$ cat config.mk
export PLATFORM = sky130hd
export DESIGN_NAME = priv_1_12_trap_sequencer_flat
export DESIGN_NICKNAME = d
export VERILOG_FILES = /design/src/rtl/priv_1_12_trap_sequencer_if.sv /design/src/rtl/priv_1_12_trap_sequencer.sv /design/src/flat_wrapper.sv
export SDC_FILE = /design/constraint.sdc
export NUM_CORES = 1
export LEC_CHECK = 0
export BUFFER_PORTS_ARGS = -buffer_cell sky130_fd_sc_hd__buf_2
export CAP_MARGIN = 30
export CORE_MARGIN = 10
export CORE_UTILIZATION = 43
export CTS_BUF_LIST = sky130_fd_sc_hd__clkbuf_4
export DETAILED_ROUTE_END_ITERATION = 8
export PLACE_DENSITY = 0.79
export SYNTH_ARGS = -nofsm -noshare
export SYNTH_HDL_FRONTEND = slang
export SYNTH_SLANG_ARGS = --single-unit
$ cat constraint.sdc
create_clock -name CLK -period 1.8 [get_ports CLK]
set_input_delay 0.54 -clock CLK [delete_from_list [all_inputs] [get_ports CLK]]
set_output_delay 0.54 -clock CLK [all_outputs]
set_load 0.01 [all_outputs]
$ cat src/rtl/priv_1_12_trap_sequencer_if.sv
// Bus bundle between the trap sequencer, the pipeline hazard unit and the CSR block.
// The sequencer connects through the slave modport; the pipeline/CSR side uses master.
interface priv_1_12_trap_sequencer_if #(
  parameter int unsigned XLEN = 32
);
  logic            exc_valid;
  logic [3:0]      exc_cause;
  logic [XLEN-1:0] exc_epc;
  logic [XLEN-1:0] exc_tval;
  logic [2:0]      int_req;
  logic            mstatus_mie;
  logic            mret;
  logic [XLEN-1:0] int_epc;
  logic            pipe_drained;
  logic            redirect_ack;
  logic [XLEN-1:0] mtvec;
  logic [XLEN-1:0] mepc;
  logic            pipe_flush;
  logic            trap_commit;
  logic            mret_commit;
  logic [XLEN-1:0] commit_mcause;
  logic [XLEN-1:0] commit_mepc;
  logic [XLEN-1:0] commit_mtval;
  logic            insert_pc;
  logic [XLEN-1:0] priv_pc;
  logic            busy;
  logic            drain_timeout;

  modport slave (
    input  exc_valid, exc_cause, exc_epc, exc_tval, int_req, mstatus_mie, mret,
           int_epc, pipe_drained, redirect_ack, mtvec, mepc,
    output pipe_flush, trap_commit, mret_commit, commit_mcause, commit_mepc,
           commit_mtval, insert_pc, priv_pc, busy, drain_timeout
  );

  modport master (
    output exc_valid, exc_cause, exc_epc, exc_tval, int_req, mstatus_mie, mret,
           int_epc, pipe_drained, redirect_ack, mtvec, mepc,
    input  pipe_flush, trap_commit, mret_commit, commit_mcause, commit_mepc,
           commit_mtval, insert_pc, priv_pc, busy, drain_timeout
  );
endinterface

$ cat src/rtl/priv_1_12_trap_sequencer.sv
// Machine-mode trap entry / mret sequencer: arbitrates one exception and three
// M-mode interrupts, drains the pipeline, strobes a one-cycle CSR commit and then
// holds the PC redirect until the pipeline accepts it.
module priv_1_12_trap_sequencer #(
  parameter int unsigned XLEN          = 32,
  parameter int unsigned DRAIN_TIMEOUT = 15
) (
  input logic                       CLK,
  input logic                       nRST,
  priv_1_12_trap_sequencer_if.slave bus
);
  localparam int unsigned CW = $clog2(DRAIN_TIMEOUT + 1);

  typedef enum logic [1:0] {IDLE, DRAIN, COMMIT, REDIRECT} state_t;
  typedef enum logic [1:0] {K_EXC, K_INT, K_MRET} kind_t;

  state_t          r_state, w_next;
  kind_t           r_kind, w_kind;
  logic [3:0]      r_cause, w_cause;
  logic [XLEN-1:0] r_epc, r_tval, r_target;
  logic [XLEN-1:0] w_epc, w_tval;
  logic [CW-1:0]   r_cnt;
  logic            w_pending;
  logic            w_timeout;
  logic [XLEN-1:0] w_vec_base, w_trap_target;

  logic            w_trap_commit, w_mret_commit, w_insert_pc, w_drain_timeout;
  logic [XLEN-1:0] w_mcause, w_mepc, w_mtval, w_priv_pc;

  // Fixed-priority arbitration of the pending sources: exception > interrupt > mret
  always_comb begin
    w_pending = 1'b1;
    w_kind    = K_EXC;
    w_cause   = '0;
    w_epc     = '0;
    w_tval    = '0;
    if (bus.exc_valid) begin
      w_cause = bus.exc_cause;
      w_epc   = bus.exc_epc;
      w_tval  = bus.exc_tval;
    end else if (bus.mstatus_mie && (bus.int_req != 3'b000)) begin
      w_kind = K_INT;
      w_epc  = bus.int_epc;
      if (bus.int_req[2])      w_cause = 4'd11;
      else if (bus.int_req[1]) w_cause = 4'd3;
      else                     w_cause = 4'd7;
    end else if (bus.mret) begin
      w_kind = K_MRET;
    end else begin
      w_pending = 1'b0;
    end
  end

  // Trap target from mtvec: vectored only for interrupts in mode 01, otherwise direct
  always_comb begin
    w_vec_base    = {bus.mtvec[XLEN-1:2], 2'b00};
    w_trap_target = w_vec_base;
    if ((r_kind == K_INT) && (bus.mtvec[1:0] == 2'b01))
      w_trap_target = w_vec_base + (XLEN'(r_cause) << 2);
  end

  // Drain exits via timeout only when the pipeline has not reported drained itself
  always_comb begin
    w_timeout = (r_state == DRAIN) && !bus.pipe_drained && (r_cnt == CW'(DRAIN_TIMEOUT));
  end

  // State register
  always_ff @(posedge CLK or negedge nRST) begin
    if (!nRST) r_state <= IDLE;
    else       r_state <= w_next;
  end

  // Next-state and per-state output strobes
  always_comb begin
    w_next          = r_state;
    w_trap_commit   = 1'b0;
    w_mret_commit   = 1'b0;
    w_insert_pc     = 1'b0;
    w_drain_timeout = 1'b0;
    w_mcause        = '0;
    w_mepc          = '0;
    w_mtval         = '0;
    w_priv_pc       = '0;
    case (r_state)
      IDLE: begin
        if (w_pending) w_next = DRAIN;
      end
      DRAIN: begin
        w_drain_timeout = w_timeout;
        if (bus.pipe_drained || w_timeout) w_next = COMMIT;
      end
      COMMIT: begin
        w_next = REDIRECT;
        if (r_kind == K_MRET) begin
          w_mret_commit = 1'b1;
        end else begin
          w_trap_commit      = 1'b1;
          w_mcause[3:0]      = r_cause;
          w_mcause[XLEN-1]   = (r_kind == K_INT);
          w_mepc             = r_epc;
          w_mtval            = r_tval;
        end
      end
      REDIRECT: begin
        w_insert_pc = 1'b1;
        w_priv_pc   = r_target;
        if (bus.redirect_ack) w_next = IDLE;
      end
      default: w_next = IDLE;
    endcase
  end

  // Latched trap context, drain counter and redirect target
  always_ff @(posedge CLK or negedge nRST) begin
    if (!nRST) begin
      r_kind   <= K_EXC;
      r_cause  <= '0;
      r_epc    <= '0;
      r_tval   <= '0;
      r_target <= '0;
      r_cnt    <= '0;
    end else begin
      case (r_state)
        IDLE: begin
          if (w_pending) begin
            r_kind   <= w_kind;
            r_cause  <= w_cause;
            r_epc    <= w_epc;
            r_tval   <= w_tval;
            r_target <= (w_kind == K_MRET) ? bus.mepc : '0;
            r_cnt    <= '0;
          end
        end
        DRAIN: begin
          if (w_next == DRAIN) r_cnt <= r_cnt + 1'b1;
        end
        COMMIT: begin
          if (r_kind != K_MRET) r_target <= w_trap_target;
        end
        default: ;
      endcase
    end
  end

  assign bus.pipe_flush    = (r_state != IDLE);
  assign bus.busy          = (r_state != IDLE);
  assign bus.trap_commit   = w_trap_commit;
  assign bus.mret_commit   = w_mret_commit;
  assign bus.commit_mcause = w_mcause;
  assign bus.commit_mepc   = w_mepc;
  assign bus.commit_mtval  = w_mtval;
  assign bus.insert_pc     = w_insert_pc;
  assign bus.priv_pc       = w_priv_pc;
  assign bus.drain_timeout = w_drain_timeout;
endmodule

$ cat src/flat_wrapper.sv
// flat-port wrapper written by rule: the top's interface ports become plain ports
module priv_1_12_trap_sequencer_flat 
#(
  parameter int unsigned XLEN          = 32,
  parameter int unsigned DRAIN_TIMEOUT = 15
)
  (CLK, nRST, bus_exc_valid, bus_exc_cause, bus_exc_epc, bus_exc_tval, bus_int_req, bus_mstatus_mie, bus_mret, bus_int_epc, bus_pipe_drained, bus_redirect_ack, bus_mtvec, bus_mepc, bus_pipe_flush, bus_trap_commit, bus_mret_commit, bus_commit_mcause, bus_commit_mepc, bus_commit_mtval, bus_insert_pc, bus_priv_pc, bus_busy, bus_drain_timeout);
  priv_1_12_trap_sequencer_if #(.XLEN(XLEN)) bus_i ();
  input logic CLK;
  input logic nRST;
  input wire logic [$bits(bus_i.exc_valid)-1:0] bus_exc_valid;
  input wire logic [$bits(bus_i.exc_cause)-1:0] bus_exc_cause;
  input wire logic [$bits(bus_i.exc_epc)-1:0] bus_exc_epc;
  input wire logic [$bits(bus_i.exc_tval)-1:0] bus_exc_tval;
  input wire logic [$bits(bus_i.int_req)-1:0] bus_int_req;
  input wire logic [$bits(bus_i.mstatus_mie)-1:0] bus_mstatus_mie;
  input wire logic [$bits(bus_i.mret)-1:0] bus_mret;
  input wire logic [$bits(bus_i.int_epc)-1:0] bus_int_epc;
  input wire logic [$bits(bus_i.pipe_drained)-1:0] bus_pipe_drained;
  input wire logic [$bits(bus_i.redirect_ack)-1:0] bus_redirect_ack;
  input wire logic [$bits(bus_i.mtvec)-1:0] bus_mtvec;
  input wire logic [$bits(bus_i.mepc)-1:0] bus_mepc;
  output wire logic [$bits(bus_i.pipe_flush)-1:0] bus_pipe_flush;
  output wire logic [$bits(bus_i.trap_commit)-1:0] bus_trap_commit;
  output wire logic [$bits(bus_i.mret_commit)-1:0] bus_mret_commit;
  output wire logic [$bits(bus_i.commit_mcause)-1:0] bus_commit_mcause;
  output wire logic [$bits(bus_i.commit_mepc)-1:0] bus_commit_mepc;
  output wire logic [$bits(bus_i.commit_mtval)-1:0] bus_commit_mtval;
  output wire logic [$bits(bus_i.insert_pc)-1:0] bus_insert_pc;
  output wire logic [$bits(bus_i.priv_pc)-1:0] bus_priv_pc;
  output wire logic [$bits(bus_i.busy)-1:0] bus_busy;
  output wire logic [$bits(bus_i.drain_timeout)-1:0] bus_drain_timeout;
  assign bus_i.exc_valid = bus_exc_valid;
  assign bus_i.exc_cause = bus_exc_cause;
  assign bus_i.exc_epc = bus_exc_epc;
  assign bus_i.exc_tval = bus_exc_tval;
  assign bus_i.int_req = bus_int_req;
  assign bus_i.mstatus_mie = bus_mstatus_mie;
  assign bus_i.mret = bus_mret;
  assign bus_i.int_epc = bus_int_epc;
  assign bus_i.pipe_drained = bus_pipe_drained;
  assign bus_i.redirect_ack = bus_redirect_ack;
  assign bus_i.mtvec = bus_mtvec;
  assign bus_i.mepc = bus_mepc;
  assign bus_pipe_flush = bus_i.pipe_flush;
  assign bus_trap_commit = bus_i.trap_commit;
  assign bus_mret_commit = bus_i.mret_commit;
  assign bus_commit_mcause = bus_i.commit_mcause;
  assign bus_commit_mepc = bus_i.commit_mepc;
  assign bus_commit_mtval = bus_i.commit_mtval;
  assign bus_insert_pc = bus_i.insert_pc;
  assign bus_priv_pc = bus_i.priv_pc;
  assign bus_busy = bus_i.busy;
  assign bus_drain_timeout = bus_i.drain_timeout;
  priv_1_12_trap_sequencer #(.XLEN(XLEN), .DRAIN_TIMEOUT(DRAIN_TIMEOUT)) u_core (.CLK(CLK), .nRST(nRST), .bus(bus_i));
endmodule
==> key figures <==
Route
  • Drc violations: 0
  • WL/cell: 22.7 um
  • Via count: 7236
  • Drt initial violations: 584
  • Post-route ant nets: 0
  • Final wirelength: 28.5 mm
  • Vias/cell: 5.76
  • DR pass1 iterations: 5

Timing
  • TNS Setup: -50.44 ns
  • RSZ-0062 raised after global routing: true
  • Final setup vio count: 158
  • Fmax: 438 MHz
  • Final setup margin: -0.481 ns
  • Tmin final: 2.28 ns
  • Hold Vio Cnt, Final: 0
  • Slew Limit Fails: 0
  • Part of the cycle the worst path needs: 127%
  • Skew final: 0.0144 ns

Clocking
  • Worst-Skew Late Latency: 0.50 ns
  • Reg clk slew, reported paths: 0.19 ns
  • Root Driver: clkbuf_4
  • H-tree levels: 3
  • Clk buf depth: 2
  • Clock sinks: 108
  • TritonCTS clock tree: built
  • Total CTS buffers: 9

Cells and area
  • Most frequent cells in the layout: 224 x buf_2, 104 x dfrtp_1, 102 x and3_1
  • Share of cells above drive strength 1: 50.4%
  • Multi-input logic area: 3870 um2
  • Commonest non-fill, non-tap cell in the layout: buf_2
  • Nets@finish: 1244
  • Non-Filler Instances: 1256
  • FILL cells: 1049
  • Seq. cell area: 2710 um2
  • Design Area, Final: 10300 um2
  • Syn-to-layout area delta: 64.6%

Yosys
  • Leading area contributor after synthesis: dfrtp_1
  • Post-synthesis cell count: 708
  • Top area cells in the synthesized netlist: dfrtp_1 43%, and3_1 14%, nand2_1 5.4%
  • Synthesized cell area: 6260 um2
  • #FFs+latches synth: 108
  • Sequential fraction of the synthesis area: 43.2%
  • Area share of the largest cell type after synthesis: 43.2%
  • Avg Synthesized Cell Area: 8.84 um2
  • Post-synth EDFFs: 0
  • Ys Warns: 0
  • Synth async-reset ratio: 100%
  • Main synth FF type: dfrtp_1
  • Cell variety after synth: 49

Global route
  • Global-route wire length before repair: 39.3 mm
  • Vias in the first global route: 7117
  • Total track usage: 24.5%
  • Global route overflow: 0
  • Largest net degree at the start of global routing: 60
  • Initial antenna violation count: 3

Place
  • Dpl cells: 1189
  • Placer Congestion: 0.940
  • Pre-CTS worst setup slack: -0.477 ns
  • Placed inst area: 8440 um2
  • DP HPWL: 17.7 mm
  • I/O Buffers: 280

Critical path
  • CP startpoint kind: register
  • Crit path capture: bus_trap_commit
  • Reg2Reg Depth: 7
  • CP Class: register to output port
  • R2R Path End: u_core.r_target[12]$_DFFE_PN0P_
  • Worst setup startpoint: u_core.r_state[0]$_DFF_PN0_
  • Arrival time at the worst endpoint: 1.74 ns
  • Reg2reg setup slack: -0.27 ns
  • CP max FO: 7
  • Req. time, crit path: 1.26 ns
  • Setup crit end kind: output port
  • Reg2reg start: u_core.r_cause[3]$_DFFE_PN0P_

Floorplanning
  • Rows: 44
  • Die W: 141 um
  • DIE HEIGHT: 141 um
  • IO Pins: 308
  • Die footprint: 19800 um2
  • Core Footprint: 14400 um2
  • Starting Density: 43.4%

Min path
  • Hold WC Path Type: input port to register

Run
  • Maxcap violations: 0

Power and ir drop
  • Leakage: 5.37 nW
  • Max rail drop VDD: 0.000719 V
  • Power density cells: 1490 nW/um2

Run status
  • Failing checks: negative setup slack
  • Status: finished with violations
==> how the worst min path moves through the flow <==
stage / from / to / cells after the start
finish: bus_mepc[0] / u_core.r_target[0]$_DFFE_PN0P_ / 2
floorplan: nRST / u_core.r_cause[0]$_DFFE_PN0P_ / 0
global route: bus_mepc[0] / u_core.r_target[0]$_DFFE_PN0P_ / 2
global placement: nRST / u_core.r_target[9]$_DFFE_PN0P_ / 1
detailed placement: nRST / u_core.r_target[9]$_DFFE_PN0P_ / 1
CTS: bus_int_epc[0] / u_core.r_epc[0]$_DFFE_PN0P_ / 2
==> per-layer routing <==
| layer | global-route usage (%) | wire length (um) |
|---|---|---|
| met1 | 28.4 | 10400 |
| met2 | 41.5 | 14400 |
| met3 | 7.22 | 2590 |
| met4 | 9.62 | 1080 |
| met5 | 0 | 0 |
==> report_power, final <==
part / internal (mW) / switching [mW]
Clock: 0.714 / 0.918
Combinational: 4.85 / 4.62
Sequential: 3.53 / 0.700
Total: 9.10 / 6.24
==> worst max-delay path: stages (launching register included) <==
cell and delay [ns]:
dfrtp_2 0.47, nor2b_4 0.15, buf_12 0.16, buf_4 0.13, buf_8 0.09, nand2_4 0.06
inv_4 0.08, buf_6 0.10
==> metrics by stage <==
stage / power [mW] / hold slack, ns / utilization, %
3_5_place_dp: 10.5 / 0.352 / 58.5
4_1_cts: 13.8 / 0.235 / 65.5
3_3_place_gp: 10.3 / 0.352 / 58.5
6_report: 15.3 / 0.252 / 71.4
2_1_floorplan: 7.76 / 0.244 / -
5_1_grt: 16.1 / 0.230 / 71.4
==> cell families after synthesis <==
kind of cell | share of synthesized area [%]
multiplexers | 0.340
buffers and inverters | 7.42
other | 0.0599
XOR/XNOR | 4.20
AND/OR/NAND/NOR | 27.9
adder cells (fa/ha/maj) | 1.32
flip-flops | 43.2
AO/OA/AOI/OAI | 15.6
==> synth_stat cells (2+ instances only) <==
cell type,number
a211oi_1,4
nand2_1,90
nand4_1,10
xnor2_1,20
inv_1,3
nand2b_1,4
a31oi_1,2
and3_1,142
clkbuf_1,47
buf_2,10
and2_1,3
a221oi_1,16
nor3_1,2
nor3b_1,2
o21ai_0,39
buf_4,28
a221o_1,33
dfrtp_1,108
xor2_1,10
nand3_1,12
a22o_1,3
nor2b_1,2
a21oi_1,23
buf_1,2
o21ai_1,6
ha_1,5
a22oi_1,6
nor2_1,55
==> final cells by class <==
type / count / share of cell area, %
clock buffer: 9 / 0.656
timing repair buffer: 407 / 31.9
tap: 184 / 2.23
inverter: 4 / 0.170
multi-input combinational: 534 / 37.5
clock inverter: 7 / 1.17
antenna: 3 / 0.0729
sequential: 108 / 26.3
==> registers in the layout (all words and copies together), names as in the netlist <==
| name | count |
|---|---|
| u_core.r_cnt | 4 |
| u_core.r_tval | 32 |
| u_core.r_cause | 4 |
| u_core.r_kind | 2 |
| u_core.r_target | 32 |
| u_core.r_epc | 32 |
| u_core.r_state | 2 |
==> timing repair <==
item	CTS	global route
pin swaps	39	66
gates resized for setup	93	141
hold buffers	1	0
cloned	8	9
endpoints found under the setup margin	167	204
buffers inserted	22	18
endpoints found under the hold margin	2	0
(Power assumes the default switching activity.)
